## src/rtl/hammer_pkg.sv

```systemverilog
// Shared types and constants for the hammer sprite read engine:
// swing state encoding, colour-key default and the 16-entry RGB palette.
package hammer_pkg;

  typedef enum logic {
    UP   = 1'b0,
    DOWN = 1'b1
  } swing_state_t;

  localparam int KEY_COLOR_DEF = 0;

  localparam logic [11:0] PALETTE [16] = '{
    12'h000, 12'hFFF, 12'hAAA, 12'h555,
    12'h852, 12'h642, 12'h431, 12'hCCC,
    12'h888, 12'hFE0, 12'hF80, 12'hC00,
    12'h0F0, 12'h00F, 12'h0FF, 12'hF0F
  };

  function automatic logic [11:0] palette_rgb(input logic [3:0] idx);
    return PALETTE[idx];
  endfunction

endpackage

```

## src/rtl/hammer_swing_fsm.sv

```systemverilog
// Two-frame swing animation: a strike latches until the next frame_tick, then the
// DOWN image is held for SWING_FRAMES frames before returning to UP.
module hammer_swing_fsm
  import hammer_pkg::*;
#(
  parameter int SWING_FRAMES = 6
) (
  input  logic clk,
  input  logic reset,
  input  logic frame_tick,
  input  logic strike,
  output logic swing_active,
  output logic hit
);

  localparam int CNT_W = $clog2(SWING_FRAMES + 1);

  swing_state_t     state_q;
  logic [CNT_W-1:0] cnt_q;
  logic             pend_q;

  // Swing state, frame counter, pending strike and hit pulse
  always_ff @(posedge clk) begin
    if (reset) begin
      state_q <= UP;
      cnt_q   <= {CNT_W{1'b0}};
      pend_q  <= 1'b0;
      hit     <= 1'b0;
    end else begin
      hit <= 1'b0;
      case (state_q)
        UP: begin
          if (frame_tick && (pend_q || strike)) begin
            state_q <= DOWN;
            cnt_q   <= CNT_W'(SWING_FRAMES - 1);
            pend_q  <= 1'b0;
            hit     <= 1'b1;
          end else if (strike) begin
            pend_q <= 1'b1;
          end else begin
            pend_q <= pend_q;
          end
        end
        DOWN: begin
          // Strikes during a swing are dropped, never queued for a re-swing.
          pend_q <= 1'b0;
          if (frame_tick) begin
            if (cnt_q == {CNT_W{1'b0}}) begin
              state_q <= UP;
            end else begin
              cnt_q <= cnt_q - {{(CNT_W-1){1'b0}}, 1'b1};
            end
          end else begin
            cnt_q <= cnt_q;
          end
        end
        default: begin
          state_q <= UP;
          cnt_q   <= {CNT_W{1'b0}};
          pend_q  <= 1'b0;
        end
      endcase
    end
  end

  assign swing_active = (state_q == DOWN);

endmodule

```

## src/rtl/hammer_sprite_reader.sv

```systemverilog
// Read-side engine for the hammer bitmap RAM: scan coordinates to RAM address,
// region flag aligned with the RAM's registered output, palette lookup with colour key.
module hammer_sprite_reader
  import hammer_pkg::*;
#(
  parameter int COORD_W      = 11,
  parameter int SPRITE_W     = 32,
  parameter int SPRITE_H     = 32,
  parameter int DATA_WIDTH   = 4,
  parameter int ADDR_WIDTH   = 11,
  parameter int SWING_FRAMES = 6,
  parameter int KEY_COLOR    = KEY_COLOR_DEF
) (
  input  logic                  clk,
  input  logic                  reset,
  input  logic [COORD_W-1:0]    x,
  input  logic [COORD_W-1:0]    y,
  input  logic [COORD_W-1:0]    x0,
  input  logic [COORD_W-1:0]    y0,
  input  logic                  frame_tick,
  input  logic                  strike,
  output logic [ADDR_WIDTH-1:0] ram_addr_r,
  input  logic [DATA_WIDTH-1:0] ram_dout,
  output logic [11:0]           sprite_rgb,
  output logic                  sprite_on,
  output logic                  swing_active,
  output logic                  hit
);

  localparam int LW = $clog2(SPRITE_W);
  localparam int LH = $clog2(SPRITE_H);

  logic [COORD_W-1:0]    x0_q, x0_d, y0_q, y0_d;
  logic [COORD_W-1:0]    dx, dy;
  logic                  in_reg;
  logic                  in1_q, in2_q;
  logic [ADDR_WIDTH-1:0] addr_d;
  logic                  on_d;
  logic [11:0]           rgb_d;

  hammer_swing_fsm #(
    .SWING_FRAMES(SWING_FRAMES)
  ) u_swing (
    .clk         (clk),
    .reset       (reset),
    .frame_tick  (frame_tick),
    .strike      (strike),
    .swing_active(swing_active),
    .hit         (hit)
  );

  // Region test, address formation and pixel colour for the three pipeline stages
  always_comb begin
    dx     = x - x0_q;
    dy     = y - y0_q;
    // The x>=x0 / y>=y0 terms stop a wrapped dx/dy from re-entering the sprite.
    in_reg = (x >= x0_q) && (dx < COORD_W'(SPRITE_W)) &&
             (y >= y0_q) && (dy < COORD_W'(SPRITE_H));
    addr_d = {swing_active, dy[LH-1:0], dx[LW-1:0]};
    on_d   = in2_q && (ram_dout != DATA_WIDTH'(KEY_COLOR));
    if (on_d) begin
      rgb_d = palette_rgb(4'(ram_dout));
    end else begin
      rgb_d = 12'h000;
    end
    if (frame_tick) begin
      x0_d = x0;
      y0_d = y0;
    end else begin
      x0_d = x0_q;
      y0_d = y0_q;
    end
  end

  // Origin registers and pipeline stages
  always_ff @(posedge clk) begin
    if (reset) begin
      x0_q       <= {COORD_W{1'b0}};
      y0_q       <= {COORD_W{1'b0}};
      ram_addr_r <= {ADDR_WIDTH{1'b0}};
      in1_q      <= 1'b0;
      in2_q      <= 1'b0;
      sprite_on  <= 1'b0;
      sprite_rgb <= 12'h000;
    end else begin
      x0_q       <= x0_d;
      y0_q       <= y0_d;
      ram_addr_r <= addr_d;
      in1_q      <= in_reg;
      in2_q      <= in1_q;
      sprite_on  <= on_d;
      sprite_rgb <= rgb_d;
    end
  end

endmodule

```

## config.mk

```make
export PLATFORM = sky130hd
export DESIGN_NAME = hammer_sprite_reader
export DESIGN_NICKNAME = d
export VERILOG_FILES = /design/src/rtl/hammer_pkg.sv /design/src/rtl/hammer_swing_fsm.sv /design/src/rtl/hammer_sprite_reader.sv
export SDC_FILE = /design/constraint.sdc
export NUM_CORES = 1
export LEC_CHECK = 0
export BUFFER_PORTS_ARGS = -buffer_cell sky130_fd_sc_hd__buf_2
export CAP_MARGIN = 10
export CELL_PAD_IN_SITES_DETAIL_PLACEMENT = 1
export CELL_PAD_IN_SITES_GLOBAL_PLACEMENT = 1
export CORE_UTILIZATION = 39
export CTS_CLUSTER_SIZE = 30
export DETAILED_ROUTE_END_ITERATION = 16
export PLACE_DENSITY = 0.91
export SLEW_MARGIN = 20
export SYNTH_ARGS = -nofsm -noshare
export SYNTH_HDL_FRONTEND = slang
export SYNTH_SLANG_ARGS = --single-unit
```

## constraint.sdc

```tcl
create_clock -name clk -period 3 [get_ports clk]
set_clock_uncertainty 0.15 [all_clocks]
set_input_delay 0.3 -clock clk [delete_from_list [all_inputs] [get_ports clk]]
set_output_delay 0.3 -clock clk [all_outputs]
set_load 0.05 [all_outputs]
```

==> qor.tcl <==
set qor(status) {finished, final reports clean}
set qor(route.vias.total) 2764
set qor(ctsHoldBuffers) 0
set qor(cts.reportedPaths.clkPinSlew_ns) 0.10
set qor(num_antenna_cells) 0
set qor(syn_to_final_growth_pct) 20.0
set qor(cp_slowest_stage_delay_ns) 0.52
set qor(ys_seq_area_share_pct) 34.6
set qor(p_comb_share_pct) 26.0
set qor(worstHoldPathCells) 3
set qor(critPathRequiredTime_ns) 3.06
set qor(p_leak_nw) 1.80
set qor(yosysTopAreaCellShare_pct) 34.6
set qor(final_period_utilization_pct) 94.7
set qor(path_max_fanout) 3
set qor(hold_path.class) {primary input to flop}
set qor(global_route.usage.total_pct) 19.6
set qor(maxSlewHeadroom_pct) 68.1
set qor(timing.final.max_slew_violations) 0
set qor(antenna_found_initial) 0
set qor(wl_per_cell_um) 14.3
set qor(synthesis.area_per_instance_um2) 8.60
set qor(cts_num_sinks) 54
set qor(yosys_warnings) 0
set qor(cp_slowest_cell) {or4_1}
set qor(finalWorstPathRequiredPeriod_ns) 2.84
set qor(critical-path-top-cell-by-count) {nand2_1}
set qor(timing_worst_slew_pin_value_ns) 0.476
set qor(cts_tree) {built}
set qor(max-clock-path-buffers) 2
set qor(insertion_delay_ns) 0.31
set qor(synthArstFlopShare_pct) 0
set qor(first_pass_grt_wire_length_um) 13300
set qor(dpl_worst_slack_ns) 0.101
set qor(p_int_w) 0.00130
set qor(final_critical_path_setup_slack_ns) 0.159
set qor(detail_route.wirelength_um) 7740
set qor(grt_setup_unrepaired) {no}
set qor(synth_area_leader) {dfxtp_1}
set qor(cts_made_buffers) 5
set qor(final_nets) 523
set qor(finalHoldViolations) 0
set qor(synth_seq_cells) 54
set qor(synth.top_cells.by_area) {dfxtp_1, ha_1, mux2i_1, nor2_1, inv_1}
set qor(gr-total-overflow) 0
set qor(vdd_ir_drop_max_uv) 222
set qor(die_h_um) 91.5
set qor(dr.pass1.iters) 4
set qor(logic_depth_of_the_worst_path_buffers_included) 10
set qor(p_seq_share_pct) 41.6
set qor(fill_cells) 965
set qor(clockRootBuffer) {clkbuf_8}
set qor(worstPathCellList) {ha_1, inv_1, fa_1, a21o_2, nand2_1, nand2_1, or2_2, mux2i_1, or4_1, nor4_1}
set qor(max_freq_mhz) 352
set qor(rows) 32
set qor(timing.critical_path.from_type) {flop}
set qor(dominant_cell_by_count_in_the_synthesized_netlist) {dfxtp_1}
set qor(floorplan.initialDensity_pct) 40.4
set qor(syn_inst) 363
set qor(drv_cap) 0
set qor(design.core.area_um2) 7730
set qor(final.hold.worst_slack_ns) 0.0720
set qor(synth.net_count) 449
set qor(placed_area_um2) 3610
set qor(number_of_buffer_and_inverter_instances_along_the_worst_setup_path) 1
set qor(cts-resized-gates) 0
set qor(cp_top_family) {simple AND/OR/NAND/NOR gates}
set qor(io_buffer_count) 77
set qor(synth_edf_count) 0
set qor(fin_tns_setup_ns) 0
set qor(chipWidth_um) 91.5
set qor(worstPathArrival_ns) 2.90
set qor(drt.antenna.violating_nets) 0
set qor(htree_levels) 2
set qor(synth_ff_type) {dfxtp_1}
set qor(post-route-drc-count) 0
set qor(first_iter_violations) 36
set qor(syn_area_um2) 3120
set qor(timing.setup.critical_path_class) {flop to flop}
set qor(io-pin-count) 78
set qor(grt_start_max_net_pins) 25
set qor(globalplace.congestion) 0.886
set qor(synth_common_cells) {dfxtp_1, nor2_1, inv_1}
set qor(dp_hpwl_um) 6190
set qor(ff2ff_path_depth) 10
set qor(power-per-cell-area_nw_per_um2) 495
set qor(final_util_pct) 48.5
set qor(grt_pass1_vias) 2919
set qor(viasPerCell) 5.12
set qor(yosys.cell_types.count) 53
set qor(share_clk_of_total_power_pct) 32.4
set qor(cts_setup_buffers) 0
set qor(die_area_um2) 8370
set qor(netSwitchingFraction_pct) 29.8
set qor(finalInstanceArea_um2) 3750
set qor(power_switching_w) 0.000554
set qor(setup_viol_count_final) 0
set qor(fraction_of_final_layout_cells_with_drive_strength_greater_than_1_pct) 21.5
set qor(critPathCaptureType) {flop}
## power by group through the flow
stage          clock network (W)  registers, W  logic (W)
6_report                0.000601      0.000773   0.000483
4_1_cts                 0.000620      0.000773   0.000486
3_5_place_dp                   0      0.000790   0.000482
5_1_grt                 0.000654      0.000777   0.000535
3_3_place_gp                   0      0.000787   0.000461
2_1_floorplan                  0      0.000848   0.000288
## per-stage QoR
stage / total power (W) / instances
floorplan: 0.00114 / 363
global placement: 0.00125 / 532
detailed placement: 0.00127 / 532
CTS: 0.00188 / 540
global route: 0.00197 / 540
finish: 0.00186 / 540
## worst min-delay path, cell delays in order
cell	delay, ns
buf_2	0.07
mux2i_1	0.05
nor2_1	0.07
## sequential cells by signal, summed over array words and instances (netlist names)
signal                count
sprite_rgb               12
ram_addr_r               11
x0_q                     11
y0_q                     11
u_swing.cnt_q             3
in1_q                     1
in2_q                     1
sprite_on                 1
u_swing.hit               1
u_swing.pend_q            1
u_swing.swing_active      1
## final timing paths
check             slack (ns)  startpoint  endpoint
hold reg to reg         0.28       in1_q     in2_q
hold / removal          0.07       x0[2]   x0_q[2]
setup reg to reg        0.16     x0_q[0]     in1_q
setup / recovery        0.16     x0_q[0]     in1_q
## cells by family (layout without fill, tap and decap cells)
kind of cell             after synthesis  in the layout  synth area share, %
flip-flops                            54             54                 34.6
adder cells (fa/ha/maj)               34             34                 14.1
multiplexers                          29             29                 9.70
AO/OA/AOI/OAI                         78             78                 16.7
XOR/XNOR                               6              6                 1.68
AND/OR/NAND/NOR                      112            112                 17.1
buffers and inverters                 50            125                 6.01
## routing by layer
metal / part of all wire, % / up-vias / GRT usage, %
met2: 53 / 55 / 37.0
met1: 43 / 1300 / 22.3
met4: 1.0 / 0 / 5.29
met3: 3.3 / 9 / 3.60
met5: 0 / - / 0
li1: - / 1400 / -
## layout make-up
| class | instances | area [um^2] | area share (%) |
|---|---|---|---|
| timing repair buffer | 79 | 400 | 10.7 |
| clock buffer | 6 | 82.6 | 2.20 |
| tap | 102 | 128 | 3.40 |
| clock inverter | 2 | 60.1 | 1.60 |
| inverter | 38 | 143 | 3.81 |
| sequential | 54 | 1080 | 28.8 |
| multi-input combinational | 259 | 1850 | 49.5 |
## placed cells by master (no fill, tap or decap), drive strengths merged, types with 7 or more instances in the layout
cell type,synthesis,final
buf,4,79
dfxtp,54,54
nor2,49,49
inv,38,38
ha,32,32
mux2i,28,28
o21ai,19,19
nand2,18,18
a21oi,15,15
nor2b,10,10
a211oi,7,7
Power figures use the tool's default switching activity.
